`src/rtl/debug_display_ctrl.sv`:
```
// rtl/debug_display_ctrl.sv - probe status display controller for Basys3 LEDs and 7-segment display
//
// Purpose:
//   Shows a switch-selected 16-bit page of a switch-selected probe channel on
//   the 16 LEDs and, as four hex digits, on the multiplexed 7-segment display.
//   A debounced push button toggles between live probes and a frozen snapshot
//   of all channels. The frozen snapshot can still be browsed page by page.
//
// Ports:
//   clk_100mhz  in   system clock
//   rst         in   synchronous, active-high reset
//   probe_bus   in   NUM_CH*PROBE_W probe bits, channel c at [c*PROBE_W +: PROBE_W]
//   sw          in   raw switches: [15:12] channel, [11:8] page, [0] trigger arm (optional)
//   btn_freeze  in   raw push button, active-high
//   trig        in   capture trigger, present only with DEBUG_DISPLAY_TRIG_CAPTURE_EN
//   led         out  registered 16-bit selected word
//   seg         out  segments {g,f,e,d,c,b,a}, active-low
//   dp          out  decimal point, active-low, lit on the leftmost digit while frozen
//   an          out  digit anodes, active-low one-cold, an[0] is the rightmost digit
//   frozen      out  high while the snapshot is displayed
//
// Optional feature macro: DEBUG_DISPLAY_TRIG_CAPTURE_EN
//   Adds the trig input. With sw[0] set, a rising edge of trig freezes the
//   display exactly like a button press. Unfreezing stays button-only.

module debug_display_ctrl #(
  parameter int NUM_CH       = 4,
  parameter int PROBE_W      = 32,
  parameter int REFRESH_DIV  = 100000,
  parameter int DEBOUNCE_CYC = 1000000
) (
  input  logic                      clk_100mhz,
  input  logic                      rst,
  input  logic [NUM_CH*PROBE_W-1:0] probe_bus,
  input  logic [15:0]               sw,
  input  logic                      btn_freeze,
`ifdef DEBUG_DISPLAY_TRIG_CAPTURE_EN
  input  logic                      trig,
`endif
  output logic [15:0]               led,
  output logic [6:0]                seg,
  output logic                      dp,
  output logic [3:0]                an,
  output logic                      frozen
);

  localparam int RCNT_W = (REFRESH_DIV > 1) ? $clog2(REFRESH_DIV) : 1;
  localparam int DEB_W  = (DEBOUNCE_CYC > 1) ? $clog2(DEBOUNCE_CYC) : 1;
  localparam int BUS_W  = NUM_CH * PROBE_W;

  typedef enum logic {
    ST_LIVE   = 1'b0,
    ST_FROZEN = 1'b1
  } state_t;

  // ---------------------------------------------------------------------------
  // Input synchronisers
  // ---------------------------------------------------------------------------
  logic [15:0] sw_meta_q;
  logic [15:0] sw_s_q;
  logic        btn_meta_q;
  logic        btn_s_q;

  always_ff @(posedge clk_100mhz) begin
    if (rst) begin
      sw_meta_q  <= '0;
      sw_s_q     <= '0;
      btn_meta_q <= 1'b0;
      btn_s_q    <= 1'b0;
    end else begin
      sw_meta_q  <= sw;
      sw_s_q     <= sw_meta_q;
      btn_meta_q <= btn_freeze;
      btn_s_q    <= btn_meta_q;
    end
  end

  logic [3:0] ch_sel;
  logic [3:0] pg_sel;
  assign ch_sel = sw_s_q[15:12];
  assign pg_sel = sw_s_q[11:8];

  // ---------------------------------------------------------------------------
  // Button debouncer: accept a new level only after DEBOUNCE_CYC consecutive
  // cycles of disagreement with the accepted level.
  // ---------------------------------------------------------------------------
  logic [DEB_W-1:0] cnt_q;
  logic             stable_q;
  logic             stable_prev_q;
  logic             btn_rise;

  always_ff @(posedge clk_100mhz) begin
    if (rst) begin
      cnt_q         <= '0;
      stable_q      <= 1'b0;
      stable_prev_q <= 1'b0;
    end else begin
      stable_prev_q <= stable_q;
      if (btn_s_q != stable_q) begin
        if (cnt_q == DEB_W'(DEBOUNCE_CYC - 1)) begin
          stable_q <= btn_s_q;
          cnt_q    <= '0;
        end else begin
          cnt_q <= cnt_q + DEB_W'(1);
        end
      end else begin
        cnt_q <= '0;
      end
    end
  end

  assign btn_rise = stable_q & ~stable_prev_q;

  // ---------------------------------------------------------------------------
  // Optional trigger capture
  // ---------------------------------------------------------------------------
  logic trig_fire;

`ifdef DEBUG_DISPLAY_TRIG_CAPTURE_EN
  logic trig_prev_q;

  always_ff @(posedge clk_100mhz) begin
    if (rst) begin
      trig_prev_q <= 1'b0;
    end else begin
      trig_prev_q <= trig;
    end
  end

  assign trig_fire = sw_s_q[0] & trig & ~trig_prev_q;

  logic unused_sw;
  assign unused_sw = ^sw_s_q[7:1];
`else
  assign trig_fire = 1'b0;

  logic unused_sw;
  assign unused_sw = ^sw_s_q[7:0];
`endif

  // ---------------------------------------------------------------------------
  // Freeze FSM. The snapshot takes probe_bus as seen on the toggling edge, so
  // the first frozen cycle shows the same value the live path would have.
  // ---------------------------------------------------------------------------
  state_t           state_q;
  logic             frozen_q;
  logic [BUS_W-1:0] snap_q;

  always_ff @(posedge clk_100mhz) begin
    if (rst) begin
      state_q  <= ST_LIVE;
      frozen_q <= 1'b0;
      snap_q   <= '0;
    end else begin
      case (state_q)
        ST_LIVE: begin
          // A simultaneous trigger and button edge is one freeze event.
          if (btn_rise | trig_fire) begin
            state_q  <= ST_FROZEN;
            frozen_q <= 1'b1;
            snap_q   <= probe_bus;
          end
        end
        ST_FROZEN: begin
          if (btn_rise) begin
            state_q  <= ST_LIVE;
            frozen_q <= 1'b0;
          end
        end
      endcase
    end
  end

  // ---------------------------------------------------------------------------
  // Word selection. The channel is zero-padded to 16 pages of 16 bits so
  // pages beyond PROBE_W read as zero; an out-of-range channel reads as zero.
  // ---------------------------------------------------------------------------
  logic [BUS_W-1:0]   src;
  logic [PROBE_W-1:0] chan;
  logic [255:0]       chan_pad;
  logic [15:0]        word_d;
  logic [15:0]        led_q;

  always_comb begin
    src  = frozen_q ? snap_q : probe_bus;
    chan = '0;
    for (int c = 0; c < NUM_CH; c++) begin
      if (ch_sel == 4'(c)) begin
        chan = src[c*PROBE_W +: PROBE_W];
      end
    end
    chan_pad                = '0;
    chan_pad[PROBE_W-1:0]   = chan;
    word_d                  = chan_pad[{pg_sel, 4'b0000} +: 16];
  end

  always_ff @(posedge clk_100mhz) begin
    if (rst) begin
      led_q <= '0;
    end else begin
      led_q <= word_d;
    end
  end

  // ---------------------------------------------------------------------------
  // 7-segment refresh scanner. an, seg and dp are all registered from the
  // same digit_q, so they always change together.
  // ---------------------------------------------------------------------------
  function automatic logic [6:0] hex7(input logic [3:0] nib);
    logic [6:0] g;
    case (nib)
      4'h0:    g = 7'h40;
      4'h1:    g = 7'h79;
      4'h2:    g = 7'h24;
      4'h3:    g = 7'h30;
      4'h4:    g = 7'h19;
      4'h5:    g = 7'h12;
      4'h6:    g = 7'h02;
      4'h7:    g = 7'h78;
      4'h8:    g = 7'h00;
      4'h9:    g = 7'h10;
      4'hA:    g = 7'h08;
      4'hB:    g = 7'h03;
      4'hC:    g = 7'h46;
      4'hD:    g = 7'h21;
      4'hE:    g = 7'h06;
      default: g = 7'h0E;
    endcase
    return g;
  endfunction

  logic [RCNT_W-1:0] rcnt_q;
  logic [1:0]        digit_q;
  logic [3:0]        an_q;
  logic [6:0]        seg_q;
  logic              dp_q;

  always_ff @(posedge clk_100mhz) begin
    if (rst) begin
      rcnt_q  <= '0;
      digit_q <= 2'd0;
      an_q    <= 4'hF;
      seg_q   <= 7'h7F;
      dp_q    <= 1'b1;
    end else begin
      if (rcnt_q == RCNT_W'(REFRESH_DIV - 1)) begin
        rcnt_q  <= '0;
        digit_q <= digit_q + 2'd1;
      end else begin
        rcnt_q <= rcnt_q + RCNT_W'(1);
      end
      an_q  <= ~(4'b0001 << digit_q);
      seg_q <= hex7(led_q[{digit_q, 2'b00} +: 4]);
      dp_q  <= ~((digit_q == 2'd3) & frozen_q);
    end
  end

  assign led    = led_q;
  assign seg    = seg_q;
  assign dp     = dp_q;
  assign an     = an_q;
  assign frozen = frozen_q;

endmodule

```
`config.mk`:
```
export PLATFORM = sky130hd
export DESIGN_NAME = debug_display_ctrl
export DESIGN_NICKNAME = d
export VERILOG_FILES = /design/src/rtl/debug_display_ctrl.sv
export SDC_FILE = /design/constraint.sdc
export NUM_CORES = 1
export LEC_CHECK = 0
export CAP_MARGIN = 20
export CORE_MARGIN = 2
export CORE_UTILIZATION = 57
export DETAILED_ROUTE_END_ITERATION = 12
export GPL_TIMING_DRIVEN = 0
export PLACE_DENSITY = 0.82
export SKIP_CTS_REPAIR_TIMING = 1
export SLEW_MARGIN = 20
export SYNTH_ARGS = -nofsm -noshare
export SYNTH_HDL_FRONTEND = slang
export SYNTH_SLANG_ARGS = --single-unit
```
`constraint.sdc`:
```
create_clock -name clk_100mhz -period 4.2 [get_ports clk_100mhz]
set_input_delay 0.84 -clock clk_100mhz [delete_from_list [all_inputs] [get_ports clk_100mhz]]
set_output_delay 0.84 -clock clk_100mhz [all_outputs]
set_load 0.005 [all_outputs]
```
==> impl_results.html <==
<table>
<tr><th>Metric</th><th>Value</th></tr>
<tr><th colspan="2">Synth</th></tr>
<tr><td>Compound-gate portion of the synthesized area</td><td>6.73%</td></tr>
<tr><td>Post-synthesis register bit count</td><td>between 200 and 250</td></tr>
<tr><td>Xor/xnor cell area share of the yosys netlist</td><td>2.45%</td></tr>
<tr><td>Average footprint of a synthesized cell</td><td>10.0 um2</td></tr>
<tr><td>Area share of fa/ha/maj cells after synthesis</td><td>under 10%</td></tr>
<tr><td>Number of standard cells after synthesis</td><td>999</td></tr>
<tr><td>Main combinational cell family by area after synthesis</td><td>multiplexers</td></tr>
<tr><td>Synth Area in Simple Gates</td><td>13.9%</td></tr>
<tr><td>Multiplexer area fraction after synthesis</td><td>28.3%</td></tr>
<tr><td>Most frequent cell after synthesis</td><td>sky130_fd_sc_hd__dfxtp_1</td></tr>
<tr><td>Cell types with the highest counts after synthesis</td><td>sky130_fd_sc_hd__dfxtp_1 (217), sky130_fd_sc_hd__mux2i_1 (211), sky130_fd_sc_hd__nor2_1 (192)</td></tr>
<tr><td>Share of synthesized area occupied by flip-flops and latches</td><td>43.4%</td></tr>
<tr><td>Post-synth ARST share</td><td>0%</td></tr>
<tr><td>Number of different library cells in the post-synthesis netlist</td><td>48</td></tr>
<tr><td>Cell taking the most area after synthesis</td><td>sky130_fd_sc_hd__dfxtp_1</td></tr>
<tr><td>Main synth FF type</td><td>sky130_fd_sc_hd__dfxtp_1</td></tr>
<tr><td>Share of the synthesized area in the top cell type</td><td>43.4%</td></tr>
<tr><td>Synthesized area</td><td>between 0.01 and 0.015 mm2</td></tr>
<tr><td>EDFF count, synth</td><td>0</td></tr>
<tr><td>Cell types with the largest area share after synthesis</td><td>sky130_fd_sc_hd__dfxtp_1 (43%), sky130_fd_sc_hd__mux2i_1 (21%), sky130_fd_sc_hd__nor2_1 (7.2%)</td></tr>
<tr><td>Count of yosys warnings during synthesis</td><td>0</td></tr>
<tr><td>Syn Nets</td><td>about 1,200</td></tr>
<tr><th colspan="2">STA</th></tr>
<tr><td>Setup skew after layout</td><td>0.0150 ns</td></tr>
<tr><td>Fraction of the cycle the final worst path needs</td><td>around 61%</td></tr>
<tr><td>Number of setup violations in the final report</td><td>0</td></tr>
<tr><td>Maximum operating frequency</td><td>389 MHz</td></tr>
<tr><td>Final count of pins violating max slew</td><td>0</td></tr>
<tr><td>Setup repair after global routing missed its margin</td><td>false</td></tr>
<tr><td>Final setup margin</td><td>1.63 ns</td></tr>
<tr><td>Time the final worst path needs with I/O delays and setup</td><td>approximately 2.6 ns</td></tr>
<tr><td>Worst-Margin Slew</td><td>0.918 ns</td></tr>
<tr><td>Accumulated negative setup slack</td><td>0 ns</td></tr>
<tr><td>Number of hold violations in the final report</td><td>0</td></tr>
<tr><td>Worst slew margin</td><td>38.8%</td></tr>
<tr><th colspan="2">Worst setup path</th></tr>
<tr><td>Critical Path End Type</td><td>flip-flop</td></tr>
<tr><td>Critical-path maximum fanout</td><td>10</td></tr>
<tr><td>Crit path required time</td><td>between 4 and 5 ns</td></tr>
<tr><td>Reg2reg end</td><td>led[12]</td></tr>
<tr><td>CP arrival</td><td>between 2 and 3 ns</td></tr>
<tr><td>Startpoint of the lowest-slack register-to-register path</td><td>sw_s_q[12]</td></tr>
<tr><td>Crit path launch</td><td>sw_s_q[12]</td></tr>
<tr><td>R2R Setup Slk</td><td>1.63 ns</td></tr>
<tr><td>Number of cell instances on the worst register-to-register path</td><td>5</td></tr>
<tr><td>CP Launch Type</td><td>flip-flop</td></tr>
<tr><td>Category of the critical setup timing path</td><td>reg -&gt; reg</td></tr>
<tr><th colspan="2">Floorplanning</th></tr>
<tr><td>Initial Utilization</td><td>58.1%</td></tr>
<tr><td>Num ports</td><td>176</td></tr>
<tr><td>Area enclosed by the die boundary</td><td>~0.019 mm2</td></tr>
<tr><td>Placement row count</td><td>48</td></tr>
<tr><td>Placeable core region</td><td>0.0172 mm2</td></tr>
<tr><td>Height of the die</td><td>137 um</td></tr>
<tr><td>Die outline width</td><td>137 um</td></tr>
<tr><th colspan="2">Pwr</th></tr>
<tr><td>Static Leak</td><td>4.21 nW</td></tr>
<tr><td>P_sw</td><td>around 1.0 mW</td></tr>
<tr><td>Power share of the combinational group</td><td>9.5%</td></tr>
<tr><td>Clk network pwr share</td><td>45.7%</td></tr>
<tr><td>Int Power</td><td>3.68 mW</td></tr>
<tr><td>Power density cells</td><td>370 mW/mm2</td></tr>
<tr><td>Switching power share of the total</td><td>roughly 22%</td></tr>
<tr><td>Seq pwr share</td><td>44.8%</td></tr>
<tr><td>Peak supply drop</td><td>0.381 mV</td></tr>
<tr><th colspan="2">Worst hold path</th></tr>
<tr><td>Worst Hold Depth</td><td>1</td></tr>
<tr><td>Origin of the worst min-delay path</td><td>sw_meta_q[12]</td></tr>
<tr><td>Worst hold path class</td><td>reg -&gt; reg</td></tr>
<tr><td>Hold endpoint</td><td>sw_s_q[12]</td></tr>
<tr><th colspan="2">Detailed routing</th></tr>
<tr><td>Vias per cell</td><td>5.88</td></tr>
<tr><td>Number of nets still failing antenna checks after routing</td><td>0</td></tr>
<tr><td>Average wire per cell in the routed design</td><td>19.6 um</td></tr>
<tr><td>Total via count after detailed routing</td><td>8,400</td></tr>
<tr><td>Number of remaining DRC errors</td><td>0</td></tr>
<tr><td>Number of violations reported at the end of detailed-routing iteration 0</td><td>742</td></tr>
<tr><td>1st-pass router iterations</td><td>5</td></tr>
<tr><td>Overall routed net length</td><td>28,000 um</td></tr>
<tr><th colspan="2">Clocking</th></tr>
<tr><td>Clock latency at the later pin of the worst-skew pair</td><td>roughly 0.51 ns</td></tr>
<tr><td>TritonCTS clock tree</td><td>built</td></tr>
<tr><td>Number of sinks handled by clock tree synthesis</td><td>217</td></tr>
<tr><td>Register clock-pin slew on the reported worst setup and hold paths</td><td>0.07 ns</td></tr>
<tr><td>Clock root buffer</td><td>sky130_fd_sc_hd__clkbuf_16</td></tr>
<tr><td># H-tree levels</td><td>1</td></tr>
<tr><td>Number of buffers added by the clock tree synthesis step</td><td>22</td></tr>
<tr><td>Maximum buffer depth of the clock tree</td><td>3</td></tr>
<tr><th colspan="2">Place</th></tr>
<tr><td>Buffers on Ports</td><td>166</td></tr>
<tr><td>Final estimated routing congestion in global placement</td><td>0.972</td></tr>
<tr><td>Half-perimeter wire length after detailed placement</td><td>20,800 um</td></tr>
<tr><td>Setup slack at placement</td><td>1.23 ns</td></tr>
<tr><th colspan="2">Global route</th></tr>
<tr><td>Vias in the first global route</td><td>8,069</td></tr>
<tr><td>Wire length of the first global-routing pass</td><td>42,800 um</td></tr>
<tr><td>Gr usage total</td><td>29.9%</td></tr>
<tr><td>Met3 routing resource usage after global routing</td><td>5.89%</td></tr>
<tr><td>M2 GR Usage</td><td>47.5%</td></tr>
<tr><td>GRT Residual Overflow</td><td>0</td></tr>
<tr><td>Initial antenna violation count</td><td>0</td></tr>
<tr><td>Met1 routing resource usage after global routing</td><td>40.3%</td></tr>
<tr><td>Largest net degree at the start of global routing</td><td>15</td></tr>
<tr><td>Grt peak-use layer</td><td>met2</td></tr>
<tr><th colspan="2">Flow run</th></tr>
<tr><td>Max-cap viol count</td><td>0</td></tr>
<tr><th colspan="2">Cells and area</th></tr>
<tr><td>Share of cells above drive strength 1</td><td>7.73%</td></tr>
<tr><td>Layout area overhead</td><td>27.4%</td></tr>
<tr><td>Net count of the finished layout</td><td>1,351</td></tr>
<tr><td>Antenna Cells</td><td>0</td></tr>
<tr><th colspan="2">Status</th></tr>
<tr><td>Run status</td><td>finished, final reports clean</td></tr>
</table>
per-layer routing:
metal  share of wire [%]  wire length, um
met3                 8.2             2310
met1                  42            11800
met4                 3.9             1100
met5                   0                0
met2                  46            12800
flip-flops by register name, summed over array words and instances, names as in the netlist, 2 cells and up:
| signal | flops |
|---|---|
| snap_q | 128 |
| cnt_q | 20 |
| rcnt_q | 17 |
| led | 16 |
| sw_meta_q | 8 |
| sw_s_q | 8 |
| seg | 7 |
| an | 4 |
| digit_q | 2 |
cell families (layout without fill, tap and decap cells):
kind of cell    Yosys count  in the layout
compound gates          113            113
mux                     244            244
buf+inv                  83            287
fa+ha+maj                15             15
xor+xnor                 28             28
simple gates            299            299
flops                   217            217
through the flow:
step	hold WS (ns)	total power [mW]	cells	utilization, %	area [um2]
2_1_floorplan	0.414	2.32	999	-	10000
3_3_place_gp	0.420	2.59	1390	69.4	12000
3_5_place_dp	0.428	2.60	1390	69.4	12000
4_1_cts	0.440	4.72	1428	74.0	12800
5_1_grt	0.446	4.84	1428	74.0	12800
6_report	0.438	4.72	1428	74.0	12800
cell usage in the layout, fill, tap and decap left out, drive strengths merged, types with 6 or more instances in the layout:
cell and instances:
nand2 12, ha 15, inv 13, clkdlybuf4s50 166, mux2i 211, a21oi 35, dfxtp 217, mux4 31
o21ai 36, or4 6, o22ai 15, nand4 10, clkbuf 63, nand3 15, or3 6, nor2b 20
nor2 192, xnor2 9, buf 38, nand2b 8, and4 6, xor2 19, o221ai 12
worst max-delay path, cell delays in order (launching register included):
cell,delay (ns)
sky130_fd_sc_hd__dfxtp_1,0.37
sky130_fd_sc_hd__clkbuf_1,0.66
sky130_fd_sc_hd__buf_1,0.68
sky130_fd_sc_hd__mux4_2,0.42
sky130_fd_sc_hd__mux2i_1,0.23
sky130_fd_sc_hd__o22ai_1,0.10
worst max-delay path by stage:
stage                  to  slack, ns  cells after the start
4_1_cts        snap_q[84]       1.68                      7
6_report          led[12]       1.63                      5
5_1_grt            led[4]       1.52                      6
2_1_floorplan     led[10]       2.09                      6
3_3_place_gp       led[2]       1.26                      6
3_5_place_dp       led[8]       1.23                      6
area by class of cell:
class,instances,area [um2]
buffer,70,289
clock buffer,31,666
timing repair buffer,166,1660
clock inverter,7,135
sequential,217,4340
inverter,13,48.8
fill,1270,4480
tap,225,282
multi-input combinational,699,5330
power by group through the flow:
| stage | registers, mW | clock network (mW) | logic [mW] |
|---|---|---|---|
| after floorplan | 2.15 | 0 | 0.173 |
| after global placement | 2.16 | 0 | 0.433 |
| after detailed placement | 2.16 | 0 | 0.440 |
| after CTS | 2.11 | 2.17 | 0.443 |
| after global routing | 2.11 | 2.25 | 0.477 |
| final | 2.11 | 2.16 | 0.450 |
(Power assumes the default switching activity.)
